## config.mk

```make
export PLATFORM = sky130hd
export DESIGN_NAME = fwd_hazard_unit_flat
export DESIGN_NICKNAME = d
export VERILOG_FILES = /design/src/rtl/fwd_hazard_unit_if.sv /design/src/rtl/fwd_hazard_unit.sv /design/src/flat_wrapper.sv
export SDC_FILE = /design/constraint.sdc
export NUM_CORES = 1
export LEC_CHECK = 0
export BUFFER_PORTS_ARGS = -buffer_cell sky130_fd_sc_hd__buf_2
export CAP_MARGIN = 10
export CORE_MARGIN = 2
export CORE_UTILIZATION = 44
export CTS_CLUSTER_DIAMETER = 100
export CTS_CLUSTER_SIZE = 25
export DETAILED_ROUTE_END_ITERATION = 7
export PLACE_DENSITY = 0.88
export SLEW_MARGIN = 5
export SYNTH_ARGS = -nofsm -noshare
export SYNTH_HDL_FRONTEND = slang
export SYNTH_SLANG_ARGS = --single-unit
```

## constraint.sdc

```tcl
create_clock -name CLK -period 1.8 [get_ports CLK]
set_clock_uncertainty 0.2 [all_clocks]
set_input_delay 0.18 -clock CLK [delete_from_list [all_inputs] [get_ports CLK]]
set_output_delay 0.18 -clock CLK [all_outputs]
set_load 0.01 [all_outputs]
```

## src/rtl/fwd_hazard_unit_if.sv

```systemverilog
// rtl/fwd_hazard_unit_if.sv - Operand/hazard control bus between pipeline control and fwd_hazard_unit
// Stall_cnt/Fwd_cnt are present only when HAZARD_STATS_EN is defined.
interface fwd_hazard_unit_if #(
  parameter int NUM_SRC = 2,
  parameter int NUM_FWD = 2
);
  localparam int SEL_W = $clog2(NUM_FWD + 1);

  logic [NUM_SRC*5-1:0]     Rs_EX;
  logic [NUM_SRC*5-1:0]     Rs_ID;
  logic [4:0]               Rd_EX;
  logic                     MemRead_EX;
  logic                     McStart_EX;
  logic                     McOp_ID;
  logic [NUM_FWD*5-1:0]     Rd_FWD;
  logic [NUM_FWD-1:0]       RegWrite_FWD;

  logic [NUM_SRC*SEL_W-1:0] Fwd_sel;
  logic                     Stall_ID;
  logic                     Bubble_EX;
  logic                     Mc_busy;
  logic                     Mc_done;
  logic [4:0]               Mc_rd;
`ifdef HAZARD_STATS_EN
  logic [31:0]              Stall_cnt;
  logic [31:0]              Fwd_cnt;
`endif

  modport master (
`ifdef HAZARD_STATS_EN
    input  Stall_cnt, input Fwd_cnt,
`endif
    output Rs_EX, output Rs_ID, output Rd_EX, output MemRead_EX,
    output McStart_EX, output McOp_ID, output Rd_FWD, output RegWrite_FWD,
    input  Fwd_sel, input Stall_ID, input Bubble_EX,
    input  Mc_busy, input Mc_done, input Mc_rd
  );

  modport slave (
`ifdef HAZARD_STATS_EN
    output Stall_cnt, output Fwd_cnt,
`endif
    input  Rs_EX, input Rs_ID, input Rd_EX, input MemRead_EX,
    input  McStart_EX, input McOp_ID, input Rd_FWD, input RegWrite_FWD,
    output Fwd_sel, output Stall_ID, output Bubble_EX,
    output Mc_busy, output Mc_done, output Mc_rd
  );
endinterface

```

## src/rtl/fwd_hazard_unit.sv

```systemverilog
// rtl/fwd_hazard_unit.sv - EX operand forwarding, load-use and multi-cycle busy hazard control
// Optional HAZARD_STATS_EN adds saturating Stall_cnt/Fwd_cnt counters.
module fwd_hazard_unit #(
  parameter int NUM_SRC = 2,
  parameter int NUM_FWD = 2,
  parameter int MC_LAT  = 4,
  localparam int SEL_W  = $clog2(NUM_FWD + 1)
) (
  input  logic             CLK,
  input  logic             RESET,
  fwd_hazard_unit_if.slave bus
);

  typedef enum logic {
    IDLE = 1'b0,
    BUSY = 1'b1
  } mc_state_t;

  // MC_LAT is limited to 2..15 so the countdown fits in four bits.
  localparam logic [3:0] CNT_INIT = 4'(MC_LAT - 1);

  logic [NUM_SRC*SEL_W-1:0] fwd_sel;
  logic                     luse;
  logic                     mc_haz;
  logic                     stall;

  mc_state_t                state;
  logic [3:0]               cnt;
  logic [4:0]               mc_rd;
  logic                     mc_done;

  // Scan oldest to youngest so the youngest matching stage overwrites older ones.
  always_comb begin
    fwd_sel = '0;
    for (int j = 0; j < NUM_SRC; j++) begin
      for (int i = NUM_FWD - 1; i >= 0; i--) begin
        if (bus.RegWrite_FWD[i] &&
            (bus.Rd_FWD[i*5 +: 5] != 5'd0) &&
            (bus.Rd_FWD[i*5 +: 5] == bus.Rs_EX[j*5 +: 5])) begin
          fwd_sel[j*SEL_W +: SEL_W] = SEL_W'(NUM_FWD - i);
        end
      end
    end
  end

  always_comb begin
    luse = 1'b0;
    if (bus.MemRead_EX && (bus.Rd_EX != 5'd0)) begin
      for (int j = 0; j < NUM_SRC; j++) begin
        if (bus.Rs_ID[j*5 +: 5] == bus.Rd_EX) begin
          luse = 1'b1;
        end
      end
    end
  end

  // A zero Mc_rd still blocks other multi-cycle ops but never creates a data hazard.
  always_comb begin
    mc_haz = 1'b0;
    if (state == BUSY) begin
      if (bus.McOp_ID) begin
        mc_haz = 1'b1;
      end
      if (mc_rd != 5'd0) begin
        for (int j = 0; j < NUM_SRC; j++) begin
          if (bus.Rs_ID[j*5 +: 5] == mc_rd) begin
            mc_haz = 1'b1;
          end
        end
      end
    end
  end

  assign stall = luse || mc_haz;

  always_ff @(posedge CLK) begin
    if (RESET) begin
      state   <= IDLE;
      cnt     <= 4'd0;
      mc_rd   <= 5'd0;
      mc_done <= 1'b0;
    end else begin
      mc_done <= 1'b0;
      case (state)
        IDLE: begin
          if (bus.McStart_EX) begin
            state <= BUSY;
            cnt   <= CNT_INIT;
            mc_rd <= bus.Rd_EX;
          end else begin
            // Holds through the Mc_done cycle, cleared on the edge that ends it.
            mc_rd <= 5'd0;
          end
        end
        BUSY: begin
          if (cnt <= 4'd1) begin
            state   <= IDLE;
            cnt     <= 4'd0;
            mc_done <= 1'b1;
          end else begin
            cnt <= cnt - 4'd1;
          end
        end
        default: begin
          state <= IDLE;
          cnt   <= 4'd0;
        end
      endcase
    end
  end

  assign bus.Fwd_sel   = fwd_sel;
  assign bus.Stall_ID  = stall;
  assign bus.Bubble_EX = stall;
  assign bus.Mc_busy   = (state == BUSY);
  assign bus.Mc_done   = mc_done;
  assign bus.Mc_rd     = mc_rd;

`ifdef HAZARD_STATS_EN
  logic [31:0] stall_cnt;
  logic [31:0] fwd_cnt;

  always_ff @(posedge CLK) begin
    if (RESET) begin
      stall_cnt <= 32'd0;
      fwd_cnt   <= 32'd0;
    end else begin
      if (stall && (stall_cnt != 32'hFFFF_FFFF)) begin
        stall_cnt <= stall_cnt + 32'd1;
      end
      if ((|fwd_sel) && (fwd_cnt != 32'hFFFF_FFFF)) begin
        fwd_cnt <= fwd_cnt + 32'd1;
      end
    end
  end

  assign bus.Stall_cnt = stall_cnt;
  assign bus.Fwd_cnt   = fwd_cnt;
`endif

endmodule

```

## src/flat_wrapper.sv

```systemverilog
// flat-port wrapper written by rule: the top's interface ports become plain ports
module fwd_hazard_unit_flat 
#(
  parameter int NUM_SRC = 2,
  parameter int NUM_FWD = 2,
  parameter int MC_LAT  = 4,
  localparam int SEL_W  = $clog2(NUM_FWD + 1)
)
  (CLK, RESET, bus_Rs_EX, bus_Rs_ID, bus_Rd_EX, bus_MemRead_EX, bus_McStart_EX, bus_McOp_ID, bus_Rd_FWD, bus_RegWrite_FWD, bus_Fwd_sel, bus_Stall_ID, bus_Bubble_EX, bus_Mc_busy, bus_Mc_done, bus_Mc_rd);
  fwd_hazard_unit_if #(.NUM_SRC(NUM_SRC), .NUM_FWD(NUM_FWD)) bus_i ();
  input  logic CLK;
  input  logic RESET;
  input wire logic [$bits(bus_i.Rs_EX)-1:0] bus_Rs_EX;
  input wire logic [$bits(bus_i.Rs_ID)-1:0] bus_Rs_ID;
  input wire logic [$bits(bus_i.Rd_EX)-1:0] bus_Rd_EX;
  input wire logic [$bits(bus_i.MemRead_EX)-1:0] bus_MemRead_EX;
  input wire logic [$bits(bus_i.McStart_EX)-1:0] bus_McStart_EX;
  input wire logic [$bits(bus_i.McOp_ID)-1:0] bus_McOp_ID;
  input wire logic [$bits(bus_i.Rd_FWD)-1:0] bus_Rd_FWD;
  input wire logic [$bits(bus_i.RegWrite_FWD)-1:0] bus_RegWrite_FWD;
  output wire logic [$bits(bus_i.Fwd_sel)-1:0] bus_Fwd_sel;
  output wire logic [$bits(bus_i.Stall_ID)-1:0] bus_Stall_ID;
  output wire logic [$bits(bus_i.Bubble_EX)-1:0] bus_Bubble_EX;
  output wire logic [$bits(bus_i.Mc_busy)-1:0] bus_Mc_busy;
  output wire logic [$bits(bus_i.Mc_done)-1:0] bus_Mc_done;
  output wire logic [$bits(bus_i.Mc_rd)-1:0] bus_Mc_rd;
  assign bus_i.Rs_EX = bus_Rs_EX;
  assign bus_i.Rs_ID = bus_Rs_ID;
  assign bus_i.Rd_EX = bus_Rd_EX;
  assign bus_i.MemRead_EX = bus_MemRead_EX;
  assign bus_i.McStart_EX = bus_McStart_EX;
  assign bus_i.McOp_ID = bus_McOp_ID;
  assign bus_i.Rd_FWD = bus_Rd_FWD;
  assign bus_i.RegWrite_FWD = bus_RegWrite_FWD;
  assign bus_Fwd_sel = bus_i.Fwd_sel;
  assign bus_Stall_ID = bus_i.Stall_ID;
  assign bus_Bubble_EX = bus_i.Bubble_EX;
  assign bus_Mc_busy = bus_i.Mc_busy;
  assign bus_Mc_done = bus_i.Mc_done;
  assign bus_Mc_rd = bus_i.Mc_rd;
  fwd_hazard_unit #(.NUM_SRC(NUM_SRC), .NUM_FWD(NUM_FWD), .MC_LAT(MC_LAT)) u_core (.CLK(CLK), .RESET(RESET), .bus(bus_i));
endmodule
```

==> implementation parameters, run 1 <==
Parameter                              Value

Worst setup path
  Type of origin of the critical path ... input port
  Slack of the worst reg-to-reg path ... 0.19 ns
  Crit path required time ... 1.42 ns
  Start point of the critical path ... bus_Rd_FWD[4]
  Maximum cell stage delay along the critical path ... 0.55 ns
  Setup crit end kind ... output port
  Worst setup path endpoint ... bus_Fwd_sel[0]
  Capturing point of the worst reg2reg path ... u_core.cnt[3]$_SDFFE_PP0P_
  Launch point of the worst reg-to-reg path ... u_core.cnt[0]$_SDFFE_PP0P_
  CP Data Arrival Time ... 1.53 ns
  Cell with the largest stage delay on the worst path ... sky130_fd_sc_hd__or4_4
  Count of cells along the worst register-to-register path ... 8
  Critical path fanouts, max ... 2
  Path type of the worst setup path ... in2out
  Critical-path cell list ... buf_6 -> or4_4 -> o21ai_4 -> buf_4 -> nor4_4 -> nor4_2 -> buf_2

Floorplan
  Die area ... 2620 µm²
  Number of top-level pins ... 55
  Die X-Extent ... 51.2 µm
  Effective utilization at floorplan ... 0.456
  Core Box Area ... 2150 µm²
  Die boundary height ... 51.2 µm
  Cell Rows ... 17

Drt
  Routed length per instance ... 16.2 µm
  Detailed-route DRC error count ... 0
  Drt first pass iters ... 4
  Antenna violation net count after detailed routing ... 0
  DRC violation total after the first TritonRoute iteration ... 24
  Final routed wirelength across all metal layers ... 3510 µm
  Via Count ... 1,186
  Vias/cell ... 5.49

Power and ir drop
  Part of the total power dissipated in sequential elements ... 0.350
  Power share of the clock group ... 0.215
  Power spent charging and discharging nets ... 289 µW
  Combinational Power Share ... 0.435
  Internal power of the cells ... 520 µW
  Power density over cell area ... 524 nW/µm²
  Net switching share of the total power ... 0.358
  Leakage component of the power ... 0.000689 µW
  Peak supply drop ... 0.502 mV

CTS
  Clock tree from TritonCTS ... yes
  # H-tree levels ... 1
  Clock sinks ... 11
  Number of buffers inserted during clock tree synthesis ... 3
  Clock transition time at the flip-flop clock pins of the worst setup and hold paths ... 0.07 ns
  Root buffer selected by CTS ... sky130_fd_sc_hd__clkbuf_4
  Maximum buffer depth of the clock tree ... 2
  Worst-skew pair later-pin latency ... 0.28 ns

Timing
  Final setup margin ... -0.110 ns
  Clock period minus worst slack ... 1.91 ns
  Number of slew-limit violations in the final report ... 0
  Setup violation total in the final timing report ... 5
  Fmax ... 523 MHz
  Share of the clock period used by the worst path ... 1.06
  Total Neg Setup Slack ... -0.438 ns
  RSZ-0062 raised after global routing ... true
  Max-slew headroom ... 0.752
  Number of hold-slack violations in the final timing report ... 0
  Worst Hold Margin ... 0.00711 ns
  Pin slew with the least headroom to its limit ... 0.372 ns

Logic synthesis
  Combinational family with the most area after synthesis ... XOR/XNOR gates
  Xor/xnor cell area share of the yosys netlist ... 0.358
  Fraction of the mapped netlist area in compound gates ... 0.135
  #FFs+latches synth ... 11
  Cell taking the most area after synthesis ... sky130_fd_sc_hd__dfxtp_1
  Number of warning messages in the yosys log ... 0
  Post-Synthesis Cells ... 120
  Adder-cell share of the synthesized area ... 0.0255
  Share of synthesized cell area in and, or, nand and nor gates ... 0.226
  Proportion of synthesized chip area in sequential cells ... 0.225
  Fraction of synthesis flops using an asynchronous set or reset pin ... 0
  Commonest cells post-synth ... sky130_fd_sc_hd__xor2_1, sky130_fd_sc_hd__xnor2_1, sky130_fd_sc_hd__nor2_1
  Number of enable-type register cells in the synthesized netlist ... 0
  Most frequently used flop master after synthesis ... sky130_fd_sc_hd__dfxtp_1
  Mean Syn Cell Area ... 8.16 µm²
  Most used standard cell by instance count after synthesis ... sky130_fd_sc_hd__xor2_1
  Yosys top cell area share ... 0.225
  Syn_nets ... 164
  Portion of netlist area occupied by mux cells ... 0
  Main area contributors after synthesis ... sky130_fd_sc_hd__dfxtp_1, sky130_fd_sc_hd__xor2_1, sky130_fd_sc_hd__xnor2_1
  Post-synth cell types ... 29
  Post-synth design cell area ... 980 µm²

Placed design
  Buffers added on ports ... 54
  DP Area ... 1330 µm²
  RePlAce Congestion ... 0.912
  Post-placement setup slack ... -0.0801 ns
  Placed wire-length estimate after detailed placement ... 2420 µm

GRT
  Global-route congestion overflow total ... 0
  Global-route wire length before repair ... 5040 µm
  Antenna violations before repair ... 0
  Global Route Usage Sum ... 0.259
  Largest net degree at the start of global routing ... 14
  Number of global-route vias before repair ... 1,128

Run
  Number of max-cap violations ... 0

Outcome
  Status ... finished, violations left
  Failing checks ... negative setup slack

Layout
  Number of nets at the end of the flow ... 233
  Area delta synth->final ... 57.6%
  Post-route cell area ... 1540 µm²
  Share of final-layout standard cells stronger than drive strength 1 ... 0.479
  Number of diodes added for antenna fixing ... 0

Worst hold path
  Type of the tightest min-delay check ... in2reg
-- critical path, delay by kind of cell --
family                 cells  cell delay (ns)
and+or+nand+nor            3             0.75
buffers and inverters      3             0.41
AOI/OAI and AO/OA          1             0.18
-- kinds of logic (layout without fill, tap and decap cells) --
group / Yosys count / in the layout
fa+ha+maj: 2 / 2
flops: 11 / 11
buf+inv: 7 / 75
compound gates: 20 / 20
xor+xnor: 40 / 40
simple gates: 40 / 40
-- placed cells by master (no fill, tap or decap), types with 2 or more instances in the layout --
cell type	synthesis	routed
sky130_fd_sc_hd__a21oi_1	3	3
sky130_fd_sc_hd__a22oi_1	5	5
sky130_fd_sc_hd__a31oi_1	2	2
sky130_fd_sc_hd__buf_2	0	48
sky130_fd_sc_hd__buf_4	1	12
sky130_fd_sc_hd__buf_6	0	6
sky130_fd_sc_hd__clkbuf_4	0	3
sky130_fd_sc_hd__dfxtp_1	11	5
sky130_fd_sc_hd__dfxtp_2	0	5
sky130_fd_sc_hd__ha_1	2	2
sky130_fd_sc_hd__inv_1	4	4
sky130_fd_sc_hd__nand2_1	2	2
sky130_fd_sc_hd__nand3_1	6	6
sky130_fd_sc_hd__nor2_1	13	13
sky130_fd_sc_hd__nor3_1	5	5
sky130_fd_sc_hd__nor3b_1	2	2
sky130_fd_sc_hd__nor4_2	2	2
sky130_fd_sc_hd__nor4_4	0	2
sky130_fd_sc_hd__o21ai_0	3	3
sky130_fd_sc_hd__or4_1	5	2
sky130_fd_sc_hd__or4_4	0	3
sky130_fd_sc_hd__xnor2_1	19	15
sky130_fd_sc_hd__xnor2_2	0	4
sky130_fd_sc_hd__xor2_1	21	20
-- metrics by stage --
| step | cells | utilization | power (µW) |
|---|---|---|---|
| after detailed placement | 206 | 0.619 | 580 |
| after CTS | 215 | 0.696 | 787 |
| after global routing | 216 | 0.719 | 855 |
| after floorplan | 120 | - | 445 |
| after global placement | 206 | 0.619 | 564 |
| final | 216 | 0.719 | 809 |
-- area by class of cell --
type,instances,area (µm²)
Sequential cell,11,230
Timing Repair Buffer,67,408
Multi-Input combinational cell,102,830
Tap cell,28,35.0
Fill cell,157,604
Inverter,4,15.0
Clock buffer,4,26.3
-- state kept, by name, summed over array words and instances, names as in the netlist --
name and cells:
u_core.bus.Mc_busy 1, u_core.bus.Mc_done 1, u_core.bus.Mc_rd 5, u_core.cnt 4
-- power by group through the flow --
stage	clock network [µW]	registers (µW)	logic, µW
3_5_place_dp	0	287	294
3_3_place_gp	0	286	278
2_1_floorplan	0	286	159
6_report	174	283	352
4_1_cts	176	282	330
5_1_grt	189	285	380
-- metal layers --
metal  track usage  routed length, µm  vias up
met5             0                  0        -
met1         0.268               1310      563
met2         0.494               1890       50
li1              -                  -      560
met3        0.0409                174       13
met4         0.135                131        0
-- worst min-delay path by stage --
| stage | slack, ns | start | cells past startpoint | endpoint |
|---|---|---|---|---|
| 6_report | 0.007 | RESET | 2 | u_core.cnt[2]$_SDFFE_PP0P_ |
| 5_1_grt | 0.03 | RESET | 2 | u_core.cnt[2]$_SDFFE_PP0P_ |
| 2_1_floorplan | 0.06 | RESET | 1 | u_core.cnt[0]$_SDFFE_PP0P_ |
| 3_3_place_gp | 0.24 | bus_McStart_EX | 3 | u_core.cnt[1]$_SDFFE_PP0P_ |
| 3_5_place_dp | 0.27 | bus_McStart_EX | 3 | u_core.cnt[1]$_SDFFE_PP0P_ |
| 4_1_cts | 0.005 | RESET | 2 | u_core.cnt[3]$_SDFFE_PP0P_ |
-- what timing repair did --
item,4_1_cts,5_1_grt
pin swaps,19,1
hold buffers,1,0
gates resized for setup,23,7
endpoints found under the setup margin,4,6
buffers inserted,4,1
hold endpoints to repair,2,0
Note: power is estimated with default switching activity, not from simulation.
==> run 2, diff against run 1 <==
CORE_MARGIN = unset   (was 2)
HOLD_SLACK_MARGIN = 0.1   (was unset)
SKIP_CTS_REPAIR_TIMING = 1   (was unset)
==> implementation parameters, run 2 (synthesized netlist as in run 1, its figures left out) <==
Parameter                              Value

Timing
  Final setup margin ... -0.111 ns (-0.000344 ns)
  Fmax ... 523 MHz (about the same)
  Setup violation total in the final timing report ... 4 (-1)
  Clock period minus worst slack ... 1.91 ns (+0.000344 ns)
  Worst Hold Margin ... 0.0476 ns (+0.0405 ns)
  Number of slew-limit violations in the final report ... 0 (unchanged)
  Number of hold-slack violations in the final timing report ... 0 (unchanged)
  RSZ-0062 raised after global routing ... true
  Share of the clock period used by the worst path ... 1.06 (about the same)
  Pin slew with the least headroom to its limit ... 0.442 ns (+0.0693 ns)
  Max-slew headroom ... 0.703 (-0.0483)

Drt
  Final routed wirelength across all metal layers ... 3490 µm (-0.40%)
  Drt first pass iters ... 4 (unchanged)
  Via Count ... 1,187 (+0.084%)
  Antenna violation net count after detailed routing ... 0 (unchanged)
  DRC violation total after the first TritonRoute iteration ... 21 (-13%)
  Detailed-route DRC error count ... 0 (unchanged)
  Vias/cell ... 5.50 (about the same)
  Routed length per instance ... 16.2 µm (-0.40%)

Floorplan
  Number of top-level pins ... 55 (unchanged)
  Core Box Area ... 2020 µm² (-5.9%)
  Die area ... 2420 µm² (-7.7%)
  Cell Rows ... 16 (-1)
  Die X-Extent ... 49.2 µm (-3.9%)
  Die boundary height ... 49.2 µm (-3.9%)
  Effective utilization at floorplan ... 0.485 (+0.0285)

GRT
  Largest net degree at the start of global routing ... 13 (-1)
  Global-route congestion overflow total ... 0 (unchanged)
  Antenna violations before repair ... 0 (unchanged)
  Global Route Usage Sum ... 0.224 (-0.0351)
  Number of global-route vias before repair ... 1,063 (-5.8%)
  Global-route wire length before repair ... 4280 µm (-15%)

Layout
  Fin cells ... 216 (unchanged)
  Number of nets at the end of the flow ... 234 (+0.43%)
  Share of final-layout standard cells stronger than drive strength 1 ... 0.444 (-0.0343)
  Most common cell after layout, fill and taps aside ... sky130_fd_sc_hd__buf_2
  Post-route core utilization ... 0.777 (+0.0585)
  Leading cell types in the layout, fill and taps excluded ... sky130_fd_sc_hd__buf_2, sky130_fd_sc_hd__xor2_1, sky130_fd_sc_hd__xnor2_1
  Area delta synth->final ... 60.4%
  Fillcell total ... 130 (-17%)
  Number of flip-flops in the largest register ... 5 (unchanged)
  Number of diodes added for antenna fixing ... 0 (unchanged)

Placed design
  Placed wire-length estimate after detailed placement ... 2300 µm (-5.0%)
  Placed cell count ... 206 (unchanged)
  RePlAce Congestion ... 0.859 (-5.9%)
  Buffers added on ports ... 54 (unchanged)

Worst hold path
  Type of the tightest min-delay check ... in2reg
  Startpoint of the most critical hold path ... bus_Rd_EX[3]

Power and ir drop
  Overall power ... 807 µW (-0.22%)
  Power spent charging and discharging nets ... 280 µW (-3.2%)
  Leakage component of the power ... 0.000695 µW (+0.96%)
  Net switching share of the total power ... 0.347 (-0.0108)
  Power density over cell area ... 514 nW/µm² (-2.0%)
  Combinational Power Share ... 0.453 (+0.018)
  Part of the total power dissipated in sequential elements ... 0.345 (-0.005)
  Internal power of the cells ... 527 µW (+1.5%)
  Power share of the clock group ... 0.202 (-0.013)
  Peak supply drop ... 0.614 mV (+22%)

CTS
  # H-tree levels ... 1 (unchanged)
  Number of buffers inserted during clock tree synthesis ... 3 (unchanged)
  Clock transition time at the flip-flop clock pins of the worst setup and hold paths ... 0.06 ns (about the same)
  Root buffer selected by CTS ... sky130_fd_sc_hd__clkbuf_4
  Worst-skew pair later-pin latency ... 0.26 ns (-0.02 ns)
  Maximum buffer depth of the clock tree ... 2 (unchanged)
  Clock tree from TritonCTS ... yes
  Clock sinks ... 11 (unchanged)

Outcome
  Status ... finished, violations left
  Failing checks ... negative setup slack

Run
  Number of max-cap violations ... 0 (unchanged)

Worst setup path
  Count of buffer and inverter cells on the critical path ... 2 (-1)
  Critical path fanouts, max ... 4 (+2)
  Setup crit end kind ... output port
  Critical-path cell list ... buf_6 -> xnor2_2 -> nand2_1 -> o32ai_2 -> a21oi_1 -> o22ai_2 -> buf_2
  Maximum cell stage delay along the critical path ... 0.34 ns (-0.21 ns)
  Start point of the critical path ... u_core.bus.Mc_rd[3]$_SDFFE_PP0N_
  Type of origin of the critical path ... flop
  Crit path required time ... 1.42 ns (about the same)
  Cell with the largest stage delay on the worst path ... sky130_fd_sc_hd__dfxtp_2
  CP Data Arrival Time ... 1.53 ns (about the same)
  Path type of the worst setup path ... reg2out
  Launch point of the worst reg-to-reg path ... u_core.cnt[0]$_SDFFE_PP0P_
  Cell family with the largest share of critical-path delay ... compound AO/OA/AOI/OAI gates
[run 2: cell count changes in the layout (fill, tap and decap cells not counted), moves of 2 or more]
cell / before / now
sky130_fd_sc_hd__buf_6: 6 / 9
sky130_fd_sc_hd__dlygate4sd3_1: 1 / 6
sky130_fd_sc_hd__buf_4: 12 / 7
sky130_fd_sc_hd__buf_2: 48 / 46
[run 2: worst paths after layout]
path	to	slack, ns	cells after the start
setup / recovery	bus_Stall_ID	-0.11	7
hold / removal	u_core.bus.Mc_rd[3]$_SDFFE_PP0N_	0.05	3
setup reg to reg	u_core.cnt[3]$_SDFFE_PP0P_	0.15	8
hold reg to reg	u_core.cnt[3]$_SDFFE_PP0P_	0.34	2
[run 2: power groups by stage]
| stage | combinational, µW | clock, µW | sequential (µW) |
|---|---|---|---|
| global route | 391 | 178 | 281 |
| detailed placement | 302 | 0 | 281 |
| CTS | 303 | 163 | 276 |
| global placement | 290 | 0 | 280 |
| finish | 365 | 163 | 279 |
| floorplan | 159 | 0 | 286 |
[run 2: worst reg2reg max path: stages, from the launching register on]
cell	delay, ns
sky130_fd_sc_hd__dfxtp_1	0.38
sky130_fd_sc_hd__inv_1	0.08
sky130_fd_sc_hd__ha_1	0.23
sky130_fd_sc_hd__nor2_1	0.09
sky130_fd_sc_hd__nor3_1	0.05
sky130_fd_sc_hd__buf_4	0.15
sky130_fd_sc_hd__nor3b_1	0.17
sky130_fd_sc_hd__o21ai_0	0.11
sky130_fd_sc_hd__a21oi_1	0.13
[run 2: metal layers]
metal | share of wire | vias up | GRT usage
met5 | 0 | - | 0
met4 | 0.015 | 0 | 0.0539
met3 | 0.057 | 6 | 0.0343
met2 | 0.55 | 64 | 0.457
met1 | 0.38 | 555 | 0.230
li1 | - | 562 | -
[run 2: per-stage QoR]
step | setup TNS [ns] | worst slack [ns] | instance area, µm²
after floorplan | 0 | 0.0656 | 986
after global placement | -0.0863 | -0.0575 | 1340
after detailed placement | -0.187 | -0.111 | 1340
after CTS | -0.578 | -0.203 | 1360
after global routing | -0.461 | -0.151 | 1570
final | -0.326 | -0.111 | 1570
[run 2: layout make-up]
type,count,area (µm²),share of cell area
multi-input combinational,102,826,0.525
tap,27,33.8,0.0215
sequential,11,226,0.144
clock buffer,4,26.3,0.0167
timing repair buffer,68,444,0.283
inverter,4,15.0,0.00955
